--- src/rtl/strela_obi_mux_if.sv ---
// strela_obi_mux_if: N upstream OBI ports and one merged downstream OBI master.
interface strela_obi_mux_if #(
  parameter int N_MASTERS = 8
);
  logic [N_MASTERS-1:0]       slaves_req;
  logic [N_MASTERS-1:0]       slaves_we;
  logic [N_MASTERS-1:0][3:0]  slaves_be;
  logic [N_MASTERS-1:0][31:0] slaves_addr;
  logic [N_MASTERS-1:0][31:0] slaves_wdata;
  logic [N_MASTERS-1:0]       slaves_gnt;
  logic [N_MASTERS-1:0]       slaves_rvalid;
  logic [N_MASTERS-1:0][31:0] slaves_rdata;
  logic                       master_req;
  logic                       master_we;
  logic [3:0]                 master_be;
  logic [31:0]                master_addr;
  logic [31:0]                master_wdata;
  logic                       master_gnt;
  logic                       master_rvalid;
  logic [31:0]                master_rdata;
  modport master (
    input  slaves_req, slaves_we, slaves_be, slaves_addr, slaves_wdata,
    input  master_gnt, master_rvalid, master_rdata,
    output slaves_gnt, slaves_rvalid, slaves_rdata,
    output master_req, master_we, master_be, master_addr, master_wdata
  );
  modport slave (
    output slaves_req, slaves_we, slaves_be, slaves_addr, slaves_wdata,
    output master_gnt, master_rvalid, master_rdata,
    input  slaves_gnt, slaves_rvalid, slaves_rdata,
    input  master_req, master_we, master_be, master_addr, master_wdata
  );
endinterface

--- src/rtl/strela_obi_mux.sv ---
// strela_obi_mux: round-robin N-to-1 OBI mux with request lock and in-order response routing.
module strela_obi_mux #(
  parameter int N_MASTERS       = 8,
  parameter int MAX_OUTSTANDING = 4
) (
  input  logic               clk_i,
  input  logic               rst_ni,
  strela_obi_mux_if.master   bus,
  output logic               err_o
);
  localparam int IW = N_MASTERS > 1 ? $clog2(N_MASTERS) : 1;
  localparam int CW = $clog2(MAX_OUTSTANDING);
  logic [IW-1:0] rr_q, lock_idx_q, cand, sel, idx;
  logic          lock_q, any_req, full, fwd, hs, pop;
  logic [IW-1:0] fifo_q [MAX_OUTSTANDING];
  logic [CW-1:0] wr_q, rd_q;
  logic [CW:0]   cnt_q;
  // descending offsets so the lowest offset from rr_q wins
  always_comb begin
    cand = rr_q;
    idx  = '0;
    for (int i = N_MASTERS - 1; i >= 0; i--) begin
      idx = IW'((int'(rr_q) + i) % N_MASTERS);
      if (bus.slaves_req[idx]) cand = idx;
    end
  end
  assign any_req = |bus.slaves_req;
  assign full    = cnt_q == (CW+1)'(MAX_OUTSTANDING);
  assign sel     = lock_q ? lock_idx_q : cand;
  assign fwd     = rst_ni & any_req & ~full;
  assign bus.master_req   = fwd & bus.slaves_req[sel];
  assign bus.master_we    = fwd & bus.slaves_we[sel];
  assign bus.master_be    = fwd ? bus.slaves_be[sel] : '0;
  assign bus.master_addr  = fwd ? bus.slaves_addr[sel] : '0;
  assign bus.master_wdata = fwd ? bus.slaves_wdata[sel] : '0;
  assign hs  = bus.master_req & bus.master_gnt;
  assign pop = rst_ni & bus.master_rvalid & (cnt_q != '0);
  assign bus.slaves_gnt    = hs ? N_MASTERS'(1) << sel : '0;
  assign bus.slaves_rvalid = pop ? N_MASTERS'(1) << fifo_q[rd_q] : '0;
  assign bus.slaves_rdata  = {N_MASTERS{bus.master_rdata}};
  always_ff @(posedge clk_i or negedge rst_ni) begin
    if (!rst_ni) begin
      rr_q       <= '0;
      lock_q     <= 1'b0;
      lock_idx_q <= '0;
      wr_q       <= '0;
      rd_q       <= '0;
      cnt_q      <= '0;
      err_o      <= 1'b0;
    end else begin
      if (hs) begin
        rr_q   <= sel == IW'(N_MASTERS - 1) ? '0 : sel + 1'b1;
        lock_q <= 1'b0;
        wr_q   <= wr_q + 1'b1;
      end else if (bus.master_req) begin
        lock_q     <= 1'b1;
        lock_idx_q <= sel;
      end
      if (pop) rd_q <= rd_q + 1'b1;
      cnt_q <= cnt_q + (CW+1)'(hs) - (CW+1)'(pop);
      if (bus.master_rvalid && cnt_q == '0) err_o <= 1'b1;
    end
  end
  always_ff @(posedge clk_i) begin
    if (hs) fifo_q[wr_q] <= sel;
  end
endmodule

--- src/flat_wrapper.sv ---
// flat-port wrapper written by rule: the top's interface ports become plain ports
module strela_obi_mux_flat 
#(
  parameter int N_MASTERS       = 8,
  parameter int MAX_OUTSTANDING = 4
)
  (clk_i, rst_ni, err_o, bus_slaves_req, bus_slaves_we, bus_slaves_be, bus_slaves_addr, bus_slaves_wdata, bus_master_gnt, bus_master_rvalid, bus_master_rdata, bus_slaves_gnt, bus_slaves_rvalid, bus_slaves_rdata, bus_master_req, bus_master_we, bus_master_be, bus_master_addr, bus_master_wdata);
  strela_obi_mux_if #(.N_MASTERS(N_MASTERS)) bus_i ();
  input  logic clk_i;
  input  logic rst_ni;
  output logic err_o;
  input wire logic [$bits(bus_i.slaves_req)-1:0] bus_slaves_req;
  input wire logic [$bits(bus_i.slaves_we)-1:0] bus_slaves_we;
  input wire logic [$bits(bus_i.slaves_be)-1:0] bus_slaves_be;
  input wire logic [$bits(bus_i.slaves_addr)-1:0] bus_slaves_addr;
  input wire logic [$bits(bus_i.slaves_wdata)-1:0] bus_slaves_wdata;
  input wire logic [$bits(bus_i.master_gnt)-1:0] bus_master_gnt;
  input wire logic [$bits(bus_i.master_rvalid)-1:0] bus_master_rvalid;
  input wire logic [$bits(bus_i.master_rdata)-1:0] bus_master_rdata;
  output wire logic [$bits(bus_i.slaves_gnt)-1:0] bus_slaves_gnt;
  output wire logic [$bits(bus_i.slaves_rvalid)-1:0] bus_slaves_rvalid;
  output wire logic [$bits(bus_i.slaves_rdata)-1:0] bus_slaves_rdata;
  output wire logic [$bits(bus_i.master_req)-1:0] bus_master_req;
  output wire logic [$bits(bus_i.master_we)-1:0] bus_master_we;
  output wire logic [$bits(bus_i.master_be)-1:0] bus_master_be;
  output wire logic [$bits(bus_i.master_addr)-1:0] bus_master_addr;
  output wire logic [$bits(bus_i.master_wdata)-1:0] bus_master_wdata;
  assign bus_i.slaves_req = bus_slaves_req;
  assign bus_i.slaves_we = bus_slaves_we;
  assign bus_i.slaves_be = bus_slaves_be;
  assign bus_i.slaves_addr = bus_slaves_addr;
  assign bus_i.slaves_wdata = bus_slaves_wdata;
  assign bus_i.master_gnt = bus_master_gnt;
  assign bus_i.master_rvalid = bus_master_rvalid;
  assign bus_i.master_rdata = bus_master_rdata;
  assign bus_slaves_gnt = bus_i.slaves_gnt;
  assign bus_slaves_rvalid = bus_i.slaves_rvalid;
  assign bus_slaves_rdata = bus_i.slaves_rdata;
  assign bus_master_req = bus_i.master_req;
  assign bus_master_we = bus_i.master_we;
  assign bus_master_be = bus_i.master_be;
  assign bus_master_addr = bus_i.master_addr;
  assign bus_master_wdata = bus_i.master_wdata;
  strela_obi_mux #(.N_MASTERS(N_MASTERS), .MAX_OUTSTANDING(MAX_OUTSTANDING)) u_core (.clk_i(clk_i), .rst_ni(rst_ni), .bus(bus_i), .err_o(err_o));
endmodule
--- config.mk ---
export PLATFORM = sky130hd
export DESIGN_NAME = strela_obi_mux_flat
export DESIGN_NICKNAME = d
export VERILOG_FILES = /design/src/rtl/strela_obi_mux_if.sv /design/src/rtl/strela_obi_mux.sv /design/src/flat_wrapper.sv
export SDC_FILE = /design/constraint.sdc
export NUM_CORES = 1
export LEC_CHECK = 0
export ABC_AREA = 0
export CORE_AREA = 2 2 363 365
export DETAILED_ROUTE_END_ITERATION = 10
export DIE_AREA = 0 0 365 367
export GPL_ROUTABILITY_DRIVEN = 0
export HOLD_SLACK_MARGIN = 0.1
export SYNTH_ARGS = -nofsm -noshare
export SYNTH_HDL_FRONTEND = slang
export SYNTH_SLANG_ARGS = --single-unit
--- constraint.sdc ---
create_clock -name clk_i -period 4.95 [get_ports clk_i]
set_clock_uncertainty 0.2 [all_clocks]
set_input_delay 0.99 -clock clk_i [delete_from_list [all_inputs] [get_ports clk_i]]
set_output_delay 0.99 -clock clk_i [all_outputs]
set_load 0.01 [all_outputs]
==> flow_metrics.py <==
metrics = {
    "status": {
        "status": "finished, violations left",
        "violations": "negative setup slack",
    },
    "layout": {
        "nNetsFinal": 2662,
        "area_delta_synth_final_pct": 129,
        "design_area_um2": 21300,
        "fill_cells": 14700,
        "mostFrequentLayoutCells": "clkdlybuf4s50_1, nand2_1, buf_4, nand3_1, buf_6",
        "fin_util_pct": 16.3,
        "stdcell_count": 3810,
        "final_layout_size_suffix_gt1_share_pct": 34.4,
        "final_common_cell": "clkdlybuf4s50_1",
    },
    "synth": {
        "synth_top_family_by_area": "simple AND/OR/NAND/NOR gates",
        "synth_area_per_cell_um2": 6.41,
        "ys_ff_latch": 27,
        "netlist_area_um2": 9300,
        "synth_adder_area_share_pct": 2.10,
        "ys.flop_type": "dfrtp_1",
        "synth_mux_area_share_pct": 8.16,
        "async_reset_ff_share_pct": 55.6,
        "synth_edf_count": 12,
        "netlist_instances": 1451,
        "syn-num-nets": 2062,
        "synth_xor_area_share_pct": 0.915,
        "yosys.area_share.simple_pct": 32.3,
        "ys_seq_area_share_pct": 7.91,
        "ys_warn_count": 0,
        "synth_compound_area_share_pct": 21.3,
        "synth_cell_types": 55,
    },
    "placed_design": {
        "hpwl_mm": 76.5,
        "io_buffers": 650,
        "place_area_um2": 17300,
        "place_ws_ps": -1750,
        "post-place-cells": 3662,
    },
    "timing": {
        "rsz0062_at_grt": "yes",
        "fmax_mhz": 180,
        "setup-tns-final_ps": -34080,
        "worst_slew_pin_slew_ps": 578,
        "relSlewSlack_pct": 61.3,
        "setup_violations": 79,
        "layout_setup_ws_ps": -595,
        "period_needed_ps": 5550,
        "hold_viol": 0,
        "fin_crit_sh_pct": 112,
        "holdWs_ps": 278,
        "maxSlewViolCount": 0,
    },
    "clock_network": {
        "htree_num_levels": 1,
        "clock_latency_ps": 300,
        "numCtsBuffers": 3,
        "ctsHoldBuffers": 0,
        "cts_tree": "built",
        "cts-root-buf": "clkbuf_16",
        "clk_pin_slew_worst_paths_ps": 70,
        "cts_buffer_depth": 2,
        "cts_sinks": 27,
    },
    "drt": {
        "ant_nets": 0,
        "vias": 13900,
        "first_pass_iters": 8,
        "post_drt_wl_per_cell_um": 26.8,
        "drc": 0,
        "avgViaCountPerCell": 3.65,
        "wirelength_mm": 102,
        "drtIter0Drc": 1150,
    },
    "critical_path": {
        "r2r_setup_slack_ps": 30,
        "cp.required_ps": 3760,
        "crit_arrival_ps": 4360,
        "critPathMaxFanout": 10,
        "crit_buf_inv": 10,
        "cp_common_cell": "buf_6",
        "crit_path_end_kind": "primary output",
        "slowest_delay_ps": 520,
        "startpoint_type": "primary input",
        "slowest_stage": "mux4_2",
        "cp_cell_sequence": "buf_6 > buf_6 > mux2_4 > mux4_2 > a21oi_4 > nor4_4 > o41ai_4 > buf_6 > buf_12 > inv_16 > buf_16 > buf_6 > a211oi_2 > buf_4 > a31oi_1 > buf_4 > a32o_1 > buf_2",
        "crit_family": "buffers and inverters",
        "crit_type": "in2out",
    },
    "global_route": {
        "grt_pass1_vias": 13600,
        "track_usage_pct": 14.0,
        "grt-ovfl-total": 0,
        "antenna_found_initial": 41,
        "grt_max_degree": 46,
        "grt_pass1_wl_mm": 125,
    },
    "power_and_ir_drop": {
        "p_leak_nw": 8.21,
        "p_per_area_nw_per_um2": 1060,
        "max-vdd-ir-drop_mv": 0.382,
        "power.total_mw": 22.7,
    },
    "floorplanning": {
        "core_area_um2": 130000,
        "die_w_um": 365,
        "ios": 939,
        "row_count": 133,
        "dieArea_um2": 134000,
        "start_util_pct": 7.13,
        "dieHeight_um": 367,
    },
    "flow_run": {
        "maxCapViolations": 0,
    },
    "hold_path": {
        "hold_path.class": "reg2reg",
    },
}
## cells by family (layout without fill, tap and decap cells)
kind of cell             Yosys count  after routing
buffers and inverters            401           1000
flip-flops                        27             27
multiplexers                      50             50
adder cells (fa/ha/maj)           15             15
AO/OA/AOI/OAI                    252            252
other                              0              5
AND/OR/NAND/NOR                  698            698
XOR/XNOR                           8              8
## final timing paths
check | start | to | cells after the start
max | bus_slaves_req[7] | bus_master_addr[19] | 18
min | u_core.err_o$_DFFE_PN0P_ | u_core.err_o$_DFFE_PN0P_ | 1
max reg2reg | u_core.rr_q[1]$_DFFE_PN0P_ | u_core.cnt_q[2]$_DFF_PN0_ | 25
min reg2reg | u_core.err_o$_DFFE_PN0P_ | u_core.err_o$_DFFE_PN0P_ | 1
max in group asynchronous | rst_ni | u_core.lock_idx_q[0]$_DFFE_PN0P_ | 3
min in group asynchronous | rst_ni | u_core.cnt_q[0]$_DFF_PN0_ | 2
## state kept, by name, summed over array words and instances (netlist names)
name / count
u_core.lock_idx_q: 3
u_core.fifo_q: 12
u_core.cnt_q: 3
u_core.lock_q: 1
u_core.rd_q: 2
u_core.wr_q: 2
u_core.rr_q: 3
u_core.err_o: 1
## worst register-to-register path, stage by stage, from the launching register on
cell,delay [ps]
dfrtp_1,400
buf_4,140
ha_2,180
xor2_2,230
mux4_2,550
buf_4,170
nand3_4,80
o311ai_4,100
o41ai_4,400
buf_4,170
buf_6,100
buf_6,100
a211oi_2,40
a311oi_2,250
buf_4,170
o211ai_2,110
buf_6,140
buf_6,110
buf_8,120
ha_4,210
inv_2,60
ha_4,120
inv_2,30
fa_2,350
xnor2_2,150
xnor2_1,120
## repair_timing
item,4_1_cts,5_1_grt
buffers inserted,81,33
pin swaps,94,84
resized for setup,609,150
setup endpoints to repair,94,80
gates cloned,35,7
## cells in the mapped netlist (12+ instances only)
cell / instances / area share, %
a211oi_1: 73 / 5.9
a31oi_1: 70 / 4.7
a32o_1: 70 / 7.5
and2_1: 70 / 4.7
buf_2: 29 / 1.6
buf_4: 260 / 21
clkbuf_1: 82 / 3.3
dfrtp_1: 15 / 4.0
edfxtp_1: 12 / 3.9
ha_1: 14 / 1.9
inv_1: 19 / 0.77
mux2i_1: 17 / 1.8
mux4_2: 19 / 4.6
nand2_1: 439 / 18
nand3_1: 144 / 7.7
nor2_1: 32 / 1.3
## cell type report
cell class	instances	area, um^2	share of cell area, %
sequential	27	736	3.45
timing repair buffer	974	10600	49.7
clock buffer	3	75.1	0.352
inverter	22	104	0.487
multi-input combinational	1023	7590	35.6
tap	1755	2200	10.3
antenna	5	12.5	0.0587
clock inverter	1	8.76	0.0411
## routing by layer
metal	share of wire, %	routed length, um	global-route usage [%]
met1	32	32700	13.3
met2	54	55500	28.1
met3	10	10400	4.77
met4	3.2	3280	3.47
met5	0.058	59	0.218
## report_power, final
part / total, mW / switching, mW / internal, mW / leakage (nW)
clock network: 0.219 / 0.106 / 0.113 / 0.0415
registers: 0.437 / 0.0890 / 0.348 / 0.280
logic: 22.0 / 11.6 / 10.5 / 7.89
(Power assumes the default switching activity.)
